`config.mk`:
```
export PLATFORM = sky130hd
export DESIGN_NAME = game_score_accum_flat
export DESIGN_NICKNAME = d
export VERILOG_FILES = /design/src/rtl/game_score_accum_pkg.sv /design/src/rtl/game_score_accum_if.sv /design/src/rtl/game_score_accum_bin2bcd_serial.sv /design/src/rtl/game_score_accum.sv /design/src/flat_wrapper.sv
export SDC_FILE = /design/constraint.sdc
export NUM_CORES = 1
export LEC_CHECK = 0
export ABC_AREA = 1
export CELL_PAD_IN_SITES_DETAIL_PLACEMENT = 0
export CELL_PAD_IN_SITES_GLOBAL_PLACEMENT = 1
export CORE_AREA = 3 3 112 114
export CTS_BUF_LIST = sky130_fd_sc_hd__clkbuf_8
export CTS_CLUSTER_DIAMETER = 100
export DETAILED_ROUTE_END_ITERATION = 8
export DIE_AREA = 0 0 115 117
export PLACE_DENSITY = 0.88
export SETUP_SLACK_MARGIN = 0.05
export SLEW_MARGIN = 40
export SYNTH_ARGS = -nofsm -noshare
export SYNTH_HDL_FRONTEND = slang
export SYNTH_SLANG_ARGS = --single-unit
```
`constraint.sdc`:
```
create_clock -name ClkPort -period 2.9 [get_ports ClkPort]
set_input_delay 0.58 -clock ClkPort [delete_from_list [all_inputs] [get_ports ClkPort]]
set_output_delay 0.58 -clock ClkPort [all_outputs]
set_load 0.005 [all_outputs]
```
`src/rtl/game_score_accum_pkg.sv`:
```
// Shared constants, FSM state type and BCD helpers for the game score accumulator.
package score_pkg;

  localparam int unsigned BcdDigitW   = 4;
  localparam int unsigned ScoreDigits = 4;
  localparam int unsigned ConvDigits  = 5;
  localparam int unsigned ScoreW      = ScoreDigits * BcdDigitW;
  localparam int unsigned ConvW       = ConvDigits * BcdDigitW;
  localparam logic [ScoreW-1:0] ScoreSat = 16'h9999;

  typedef enum logic [1:0] {StIdle, StConv, StAdd, StCommit} score_state_e;

  // Double-dabble pre-shift correction: +3 on every digit that is 5 or more.
  function automatic logic [ConvW-1:0] dd_adjust(input logic [ConvW-1:0] bcd);
    logic [ConvW-1:0] res;
    res = bcd;
    for (int unsigned d = 0; d < ConvDigits; d++) begin
      if (bcd[d*BcdDigitW +: BcdDigitW] >= 4'd5) begin
        res[d*BcdDigitW +: BcdDigitW] = bcd[d*BcdDigitW +: BcdDigitW] + 4'd3;
      end
    end
    return res;
  endfunction

  // Returns {carry_out, digit}.
  function automatic logic [BcdDigitW:0] bcd_add_digit(input logic [BcdDigitW-1:0] a,
                                                       input logic [BcdDigitW-1:0] b,
                                                       input logic                 cin);
    logic [BcdDigitW:0] s;
    s = {1'b0, a} + {1'b0, b} + {4'b0000, cin};
    if (s > 5'd9) begin
      s = s + 5'd6;
      return {1'b1, s[BcdDigitW-1:0]};
    end
    return {1'b0, s[BcdDigitW-1:0]};
  endfunction

endpackage

```
`src/rtl/game_score_accum_if.sv`:
```
// Request/score bundle between the block controller (master) and the accumulator (slave).
interface game_score_accum_if #(
  parameter int unsigned IN_W = 16
) ();

  logic            clr;
  logic            add_valid;
  logic [IN_W-1:0] add_value;
  logic            add_ready;
  logic [15:0]     game_score;
  logic [15:0]     best_score;
  logic            overflow;
  logic            score_update;

  modport master (
    output clr, add_valid, add_value,
    input  add_ready, game_score, best_score, overflow, score_update
  );

  modport slave (
    input  clr, add_valid, add_value,
    output add_ready, game_score, best_score, overflow, score_update
  );

endinterface

```
`src/rtl/game_score_accum_bin2bcd_serial.sv`:
```
// Serial double-dabble converter: IN_W shift cycles after start_i, done_o marks the last one.
module bin2bcd_serial
  import score_pkg::*;
#(
  parameter int unsigned IN_W = 16
) (
  input  logic             clk_i,
  input  logic             rst_i,
  input  logic             start_i,
  input  logic             abort_i,
  input  logic [IN_W-1:0]  value_i,
  output logic             done_o,
  output logic [ConvW-1:0] bcd_o
);

  localparam int unsigned CntW = $clog2(IN_W + 1);

  logic [IN_W-1:0]  sr_q;
  logic [ConvW-1:0] bcd_q, bcd_d, bcd_adj;
  logic [CntW-1:0]  cnt_q;
  logic             busy_q;

  always_comb begin
    bcd_adj = dd_adjust(bcd_q);
    bcd_d   = {bcd_adj[ConvW-2:0], sr_q[IN_W-1]};
    done_o  = busy_q && (cnt_q == CntW'(IN_W - 1));
    bcd_o   = bcd_q;
  end

  always_ff @(posedge clk_i or posedge rst_i) begin
    if (rst_i) begin
      sr_q   <= '0;
      bcd_q  <= '0;
      cnt_q  <= '0;
      busy_q <= 1'b0;
    end else if (abort_i) begin
      busy_q <= 1'b0;
    end else if (start_i) begin
      sr_q   <= value_i;
      bcd_q  <= '0;
      cnt_q  <= '0;
      busy_q <= 1'b1;
    end else if (busy_q) begin
      // Result stays in bcd_q after done so the adder and commit can read it.
      sr_q  <= sr_q << 1;
      bcd_q <= bcd_d;
      cnt_q <= cnt_q + 1'b1;
      if (done_o) busy_q <= 1'b0;
    end
  end

endmodule

```
`src/rtl/game_score_accum.sv`:
```
// Saturating 4-digit BCD score accumulator with valid/ready add requests.
// Optional best-score tracking is built when SCORE_BEST_EN is defined.
module game_score_accum
  import score_pkg::*;
#(
  parameter int unsigned IN_W = 16
) (
  input logic               ClkPort,
  input logic               Reset,
  game_score_accum_if.slave bus
);

  score_state_e state_q, state_d;

  logic              accept, commit, sat;
  logic              conv_done;
  logic [ConvW-1:0]  conv_bcd;
  logic [1:0]        dig_q;
  logic              carry_q;
  logic [ScoreW-1:0] sum_q, new_score;
  logic [ScoreW-1:0] game_score_q, best_q;
  logic              overflow_q, score_update_q;
  logic [BcdDigitW:0] dig_sum;

  assign accept = bus.add_valid && (state_q == StIdle) && !bus.clr;
  assign commit = (state_q == StCommit) && !bus.clr;

  bin2bcd_serial #(
    .IN_W(IN_W)
  ) u_conv (
    .clk_i   (ClkPort),
    .rst_i   (Reset),
    .start_i (accept),
    .abort_i (bus.clr),
    .value_i (bus.add_value),
    .done_o  (conv_done),
    .bcd_o   (conv_bcd)
  );

  always_ff @(posedge ClkPort or posedge Reset) begin
    if (Reset) state_q <= StIdle;
    else       state_q <= state_d;
  end

  always_comb begin
    state_d = state_q;
    unique case (state_q)
      StIdle:   if (accept) state_d = StConv;
      StConv:   if (conv_done) state_d = StAdd;
      StAdd:    if (dig_q == 2'd3) state_d = StCommit;
      StCommit: state_d = StIdle;
      default:  state_d = StIdle;
    endcase
    if (bus.clr) state_d = StIdle;
  end

  always_comb begin
    bus.add_ready    = (state_q == StIdle);
    bus.game_score   = game_score_q;
    bus.best_score   = best_q;
    bus.overflow     = overflow_q;
    bus.score_update = score_update_q;
  end

  // One score digit per ADD cycle, least significant first.
  always_comb begin
    dig_sum   = bcd_add_digit(conv_bcd[{dig_q, 2'b00} +: BcdDigitW],
                              game_score_q[{dig_q, 2'b00} +: BcdDigitW], carry_q);
    sat       = (conv_bcd[ConvW-1 -: BcdDigitW] != 4'd0) || carry_q;
    new_score = sat ? ScoreSat : sum_q;
  end

  always_ff @(posedge ClkPort or posedge Reset) begin
    if (Reset) begin
      dig_q   <= 2'd0;
      carry_q <= 1'b0;
      sum_q   <= '0;
    end else if (state_q == StConv) begin
      dig_q   <= 2'd0;
      carry_q <= 1'b0;
    end else if (state_q == StAdd) begin
      sum_q[{dig_q, 2'b00} +: BcdDigitW] <= dig_sum[BcdDigitW-1:0];
      carry_q <= dig_sum[BcdDigitW];
      dig_q   <= dig_q + 2'd1;
    end
  end

  always_ff @(posedge ClkPort or posedge Reset) begin
    if (Reset) begin
      game_score_q   <= '0;
      overflow_q     <= 1'b0;
      score_update_q <= 1'b0;
    end else if (bus.clr) begin
      game_score_q   <= '0;
      overflow_q     <= 1'b0;
      score_update_q <= 1'b0;
    end else begin
      score_update_q <= commit;
      if (commit) begin
        game_score_q <= new_score;
        if (sat) overflow_q <= 1'b1;
      end
    end
  end

`ifdef SCORE_BEST_EN
  // Unsigned compare orders BCD values correctly, digit by digit.
  always_ff @(posedge ClkPort or posedge Reset) begin
    if (Reset) begin
      best_q <= '0;
    end else if (commit && (new_score > best_q)) begin
      best_q <= new_score;
    end
  end
`else
  assign best_q = '0;
`endif

endmodule

```
`src/flat_wrapper.sv`:
```
// flat-port wrapper written by rule: the top's interface ports become plain ports
module game_score_accum_flat import score_pkg::*;
#(
  parameter int unsigned IN_W = 16
)
  (ClkPort, Reset, bus_clr, bus_add_valid, bus_add_value, bus_add_ready, bus_game_score, bus_best_score, bus_overflow, bus_score_update);
  game_score_accum_if #(.IN_W(IN_W)) bus_i ();
  input logic ClkPort;
  input logic Reset;
  input wire logic [$bits(bus_i.clr)-1:0] bus_clr;
  input wire logic [$bits(bus_i.add_valid)-1:0] bus_add_valid;
  input wire logic [$bits(bus_i.add_value)-1:0] bus_add_value;
  output wire logic [$bits(bus_i.add_ready)-1:0] bus_add_ready;
  output wire logic [$bits(bus_i.game_score)-1:0] bus_game_score;
  output wire logic [$bits(bus_i.best_score)-1:0] bus_best_score;
  output wire logic [$bits(bus_i.overflow)-1:0] bus_overflow;
  output wire logic [$bits(bus_i.score_update)-1:0] bus_score_update;
  assign bus_i.clr = bus_clr;
  assign bus_i.add_valid = bus_add_valid;
  assign bus_i.add_value = bus_add_value;
  assign bus_add_ready = bus_i.add_ready;
  assign bus_game_score = bus_i.game_score;
  assign bus_best_score = bus_i.best_score;
  assign bus_overflow = bus_i.overflow;
  assign bus_score_update = bus_i.score_update;
  game_score_accum #(.IN_W(IN_W)) u_core (.ClkPort(ClkPort), .Reset(Reset), .bus(bus_i));
endmodule
```
After elaboration in Yosys (flattened, before gate mapping). Index checks and enable logic that the tools add are counted.

Register bits after elaboration: 81. Input port bits: 20. Output and inout port bits: 35.

Add/subtract/negate cells: 11. Magnitude comparators: 6. Equal/unequal tests: 8. Shift operators: 4. Mux-type cells: 36. Bitwise gates (word level): 2. Reductions and logical operators: 16.

Operators with widths (count): two-way mux 16 bit (5); two-way mux 20 bit (2); >= comparator 4 x 3 -> 1 bit, second input constant (5); two-way mux 4 bit (5); two-way mux 5 bit (4); variable part select 20 x 5 -> 4 bit (1); adder 4 x 2 -> 4 bit, second input constant (4); bitwise mux 16 bit (1); variable shift 4 x 6 -> 16 bit, first input constant (1); variable part select 16 x 5 -> 4 bit (1); variable part select 4 x 6 -> 16 bit (1); two-way mux 2 bit (6); two-way mux 1 bit (11); != test 3 x 2 -> 1 bit, second input constant (3); one-hot mux 2 bit (4 select lines) (1); nonzero test 2 bit (4); == test 2 bit, second input constant (3); negator 4 -> 6 bit (1); AND reduction 2 bit (3); adder 4 x 4 -> 5 bit (1); adder 5 x 1 -> 5 bit (1); adder 5 x 1 -> 5 bit, second input constant (1); == test 5 x 4 -> 1 bit, second input constant (1); > comparator 5 x 4 -> 1 bit, second input constant (1); 12 further kinds (16).

Longest topological paths before layout.
Depth after elaboration: 8. Gate-level depth with buffers: 19. Gate-level depth less buffers: 19.

Cells and area by module. A second synthesis with hierarchy kept.

Cell total of the unflattened synthesis: 595. Area, all modules: 4715.8 µm².

By module, submodules not included: game_score_accum (times used 1, cells an instance 300, area each 2452.4 µm², sequential area each 975.9 µm²); bin2bcd_serial (times used 1, cells an instance 295, area each 2263.4 µm², sequential area each 1051.0 µm²).

Worst setup path after synthesis. No wires, ideal clock.

Path kind: flip-flop to flip-flop. From: register u_core.dig_q[0]. To: register u_core.sum_q[10]. Arrival time: 2.754 ns. Data required time: 2.774 ns. Path slack: 0.020 ns. Cell stages (with the launch flop): 17. Path through: dfrtp_1 > buf_2 > buf_2 > nor2_1 > o22ai_1 > fa_1 > fa_1 > inv_1 > ha_1 > inv_1 > nor2_1 > a21oi_2 > nand2_2 > nand3b_1 > nand2_2 > nand3_1 > o21ai_0.

Longest elaborated chain between the ends: 8. Elaborated cells on any way between the ends: 14. Those cells by class: add/sub (4); order compare (1); shift (4); mux (5).

RTL lines: start, declared (RTL line game_score_accum.sv:18) `logic [1:0] dig_q;`; start signal, assigned (RTL line game_score_accum.sv:84) `dig_q <= dig_q + 2'd1;`; variable part select 20 x 5 -> 4 bit / variable part select 16 x 5 -> 4 bit (equally long branches) (RTL line game_score_accum.sv:67, game_score_accum.sv:68); adder 4 x 4 -> 5 bit (RTL line game_score_accum_pkg.sv:30) `s = {1'b0, a} + {1'b0, b} + {4'b0000, cin};`; adder 5 x 1 -> 5 bit (RTL line game_score_accum_pkg.sv:30); adder 4 x 3 -> 4 bit / > comparator 5 x 4 -> 1 bit (equally long branches) (RTL line game_score_accum_pkg.sv:32, game_score_accum_pkg.sv:31); two-way mux 4 bit (tied with other cells) (RTL line game_score_accum_pkg.sv:31) `if (s > 5'd9) begin`; two-way mux 5 bit (RTL line game_score_accum_pkg.sv:35) `return {1'b0, s[BcdDigitW-1:0]};`; variable part select 4 x 6 -> 16 bit (RTL line game_score_accum.sv:82) `sum_q[{dig_q, 2'b00} +: BcdDigitW] <= dig_sum[BcdDigitW-1:0];`; bitwise mux 16 bit * (RTL line game_score_accum.sv:82); end signal, assigned by index (RTL line game_score_accum.sv:82); end, declared (RTL line game_score_accum.sv:20) `logic [ScoreW-1:0] sum_q, new_score;`.

Every way passes the cells marked *; elsewhere a longest branch is shown, timed or not. The select of a mux whose other input is x is not followed. A chain may end at the register's enable or synchronous reset.

Worst setup path after layout. Ends and elaborated chain as after synthesis.

==> results.txt <==
The insertion delay of the later-clocked pin in the worst-skew pair came out at about 0.36 ns. For this configuration, the core starts out at a cell density of 0.398. The critical path's largest stage delay came out at about 0.59 ns. The final-report max-slew violation count came to 0. The cell area after layout is 5500 sq um. The area growth from synthesis to layout is 19.9%. The largest total area in the synthesized netlist belongs to sky130_fd_sc_hd__dfrtp_1. TritonCTS built the clock tree. Global routing finished with a remaining overflow of 0. The H-tree was split into 3 levels.

The number of instances in the synthesized netlist is 532. The count of distinct cell types in the synthesized netlist is 40. The final-report setup violation count came out at 0. 55 I/O pins were placed. The weighted congestion at the end of routability-driven global placement is 0.876.

For this run, the top clock speed supported by timing is ~360 MHz. The peak supply drop is 0.606 mV. The placeable core area is 11500 sq um. The die is 115 um wide. Ranked by total cell area, the synthesized netlist is headed by sky130_fd_sc_hd__dfrtp_1 (44%), sky130_fd_sc_hd__ha_1 (7.6%), sky130_fd_sc_hd__nand2_1 (6.7%), sky130_fd_sc_hd__o21ai_0 (5.8%), sky130_fd_sc_hd__inv_1 (5.7%). The final number of hold-violating endpoints came to 0. The setup check on the worst reg-to-reg path leaves a slack of 0.09 ns. The clock transition time at the flip-flop clock pins of the worst setup and hold paths came out at around 0.080 ns.

The ratio of total power to cell area came out at 1020 nW/um^2. Clock tree synthesis selected as its root buffer the cell sky130_fd_sc_hd__clkbuf_8. The worst setup skew after layout is 0.00938 ns. The share of synthesized area in the top cell type comes to 0.442. The number of search-and-repair iterations in the first detailed-routing pass came out at 5. STA classifies the critical path startpoint as a flop. The clock sink count is 81.

After synthesis, the mean cell area works out to 8.62 sq um. The critical path data arrival time came out at 3.09 ns. The final standard cell utilization of the core came out at 0.477. The count of nets left with antenna violations after detail routing is 0. The type of the most critical hold path is in2async. The total wire length is 10.7 mm. The proportion of synthesized flip-flops having asynchronous set or reset came out at 1.00. Dividing the detail-routed via count by the number of cells gives 5.21. The flow ran to the end, and the final reports show no timing, DRC or antenna violations. The logic depth of the worst register-to-register path came out at 16. The number of antenna violations at the first check in global routing is 0. Once detailed placement completed, the half-perimeter wirelength came to 7.81 mm. The count of warnings emitted by yosys came out at 0. The leakage power is 0.00252 uW. The beginning of the critical path is u_core.dig_q[0]$_DFFE_PP0P_. Entering global routing, the biggest net connects 63 pins. The die outline area is 13500 sq um.

Setup repair after global routing could not meet its margin everywhere. The critical path class is reg2reg. Dividing the final minimum period by the clock period gives 0.968. The destination of the worst register-to-register timing path is u_core.sum_q[10]$_DFFE_PP0P_.

The die is between 100 and 150 um tall. The post-detailed-route wirelength per cell is 14.6 um. Synthesis inferred 81 register bits. The sequential share of the synthesized area came out at 0.442. The first-pass GRT wire length is 17.5 mm.

On the critical path, the stage with the largest delay is an instance of sky130_fd_sc_hd__fa_2. The number of buffers created by CTS came out at 9. Sorting the synthesized cells by how often they occur yields sky130_fd_sc_hd__nand2_1 (82), sky130_fd_sc_hd__dfrtp_1 (81), sky130_fd_sc_hd__inv_1 (70). The number of standard-cell rows in the floorplan is 39. The count of fill cells added during filler insertion is 1084. In the synthesized netlist the dominant register cell turns out to be sky130_fd_sc_hd__dfrtp_1. The headroom to the max-slew limit came out at 0.494. The number of antenna diodes in the final layout is 0. The number of flops mapped to enable cells by yosys came out at 0. The time the worst path needs with I/O delays and setup came out at 2.81 ns.

The library cell with the highest instance count after synthesis is sky130_fd_sc_hd__nand2_1. STA puts the critical path data required time at between 3 and 4 ns. The number of input and output port buffers inserted came out at 38. The worst register-to-register path begins at u_core.dig_q[0]$_DFFE_PP0P_. The critical path goes through buf_6 > a21oi_4 > a21oi_2 > fa_2 > fa_2 > inv_2 > ha_4 > inv_2 > nor2_2 > a21oi_2 > nand2_2 > nand2_4 > nand2_4 > nand2_4 > nand3_1 > o21ai_1. The maximum clock path buffer count came out at 2. The number of violations reported at the end of detailed-routing iteration 0 came out at 249. The total via count after detailed routing is 3827. The cell that appears most often on the critical path is sky130_fd_sc_hd__nand2_4. The number of global-route vias before repair came out at 3619. The transition time at the pin with the least slew margin is 0.751 ns.

The combined area of all synthesized cells is 4580 sq um. The max-capacitance violation count came out at 0. The number of nets in the finished design came out at 636.

The instance area after placement came out at 5120 sq um. Of all nets on the critical path, the largest fanout is 6. Hold timing on the final database bottoms out at a slack of 0.493 ns. The aggregate global-route resource usage came out at 0.162. The critical path capture point type is a flop. In this run the worst setup path terminates at u_core.sum_q[10]$_DFFE_PP0P_. For this run, design rule violations remaining after detail routing come to 0. Of the cells placed in the final design, the portion with a size suffix greater than 1 is 0.151.
[flip-flops by register name, summed over array words and instances, names as in the netlist]
signal / flops
u_core.u_conv.bcd_o: 20
u_core.bus.game_score: 16
u_core.sum_q: 16
u_core.u_conv.sr_q: 16
u_core.u_conv.cnt_q: 5
u_core.dig_q: 2
u_core.state_q: 2
u_core.bus.overflow: 1
u_core.bus.score_update: 1
u_core.carry_q: 1
u_core.u_conv.busy_q: 1
[metrics by stage]
stage	std cells	power [uW]	setup TNS, ns	worst slack [ns]
2_1_floorplan	547	3540	0	0.0844
3_3_place_gp	709	4200	0	0.00826
3_5_place_dp	709	4290	-0.0439	-0.0185
4_1_cts	725	5100	0	0.0545
5_1_grt	734	6060	-0.0312	-0.0312
6_report	734	5580	0	0.0926
[worst min-delay path by stage]
stage                                       from                              end  depth (start not counted)
CTS                  u_core.sum_q[6]$_DFFE_PP0P_      u_core.sum_q[6]$_DFFE_PP0P_                          2
floorplan            u_core.sum_q[0]$_DFFE_PP0P_      u_core.sum_q[0]$_DFFE_PP0P_                          2
global route        u_core.sum_q[13]$_DFFE_PP0P_     u_core.sum_q[13]$_DFFE_PP0P_                          2
global placement    u_core.sum_q[12]$_DFFE_PP0P_     u_core.sum_q[12]$_DFFE_PP0P_                          2
finish                                     Reset  u_core.bus.overflow$_DFFE_PP0P_                          2
detailed placement   u_core.sum_q[6]$_DFFE_PP0P_      u_core.sum_q[6]$_DFFE_PP0P_                          2
[power breakdown]
group          switching, uW  internal (uW)  leakage [uW]
Clock                    412            353     0.0000888
Combinational           1940           1260       0.00134
Sequential               196           1420       0.00110
Total                   2550           3040       0.00252
[layout make-up]
type                    instances  area (sq um)  share of cell area
flip-flops and latches         81          2030               0.369
multi-input cells             357          2230               0.406
well taps                     143           179              0.0326
inverters                      75           288              0.0524
clock buffers                  11           151              0.0276
repair buffers                 62           591               0.107
clock inverters                 5          31.3             0.00569
[layer usage]
layer | track usage | vias up | routed length [um]
li1 | - | 1863 | -
met1 | 0.203 | 1825 | 4620
met2 | 0.279 | 122 | 5270
met3 | 0.0370 | 17 | 634
met4 | 0.0524 | 0 | 193
met5 | 0 | - | 0
[critical path, delay by kind of cell, from the launching register on]
kind	cells	cell delay, ns
AO/OA/AOI/OAI	4	0.43
adder cells (fa/ha/maj)	3	1.12
buffers and inverters	3	0.29
flip-flops	1	0.43
AND/OR/NAND/NOR	6	0.46
[repair_timing]
| item | in CTS | in global routing |
|---|---|---|
| endpoints found under the hold margin | 0 | 0 |
| buffers inserted | 0 | 10 |
| gates resized for setup | 8 | 33 |
| hold buffers | 0 | 0 |
| endpoints found under the setup margin | 10 | 13 |
| gates cloned | 0 | 0 |
| pin swaps | 1 | 9 |
[cells in the final DEF, fill, tap and decap left out, types with 18 or more instances in the layout]
| cell type | instances |
|---|---|
| sky130_fd_sc_hd__ha_1 | 27 |
| sky130_fd_sc_hd__nor2_1 | 24 |
| sky130_fd_sc_hd__nand3_1 | 36 |
| sky130_fd_sc_hd__buf_4 | 18 |
| sky130_fd_sc_hd__nand2_1 | 78 |
| sky130_fd_sc_hd__a21oi_1 | 21 |
| sky130_fd_sc_hd__dfrtp_1 | 81 |
| sky130_fd_sc_hd__clkdlybuf4s50_1 | 38 |
| sky130_fd_sc_hd__o21ai_0 | 46 |
| sky130_fd_sc_hd__inv_1 | 65 |
[cells by family (layout without fill, tap and decap cells)]
family                     Yosys count  count (layout)  synth area share
AOI/OAI and AO/OA                  128             128             0.173
buffers and inverters              109             153             0.108
other                                1              16          0.000818
and+or+nand+nor                    177             177             0.180
xor gates and xnor gates             6               6            0.0115
adders and majority gates           30              30            0.0852
DFF                                 81              81             0.442
Power figures use the tool's default switching activity.
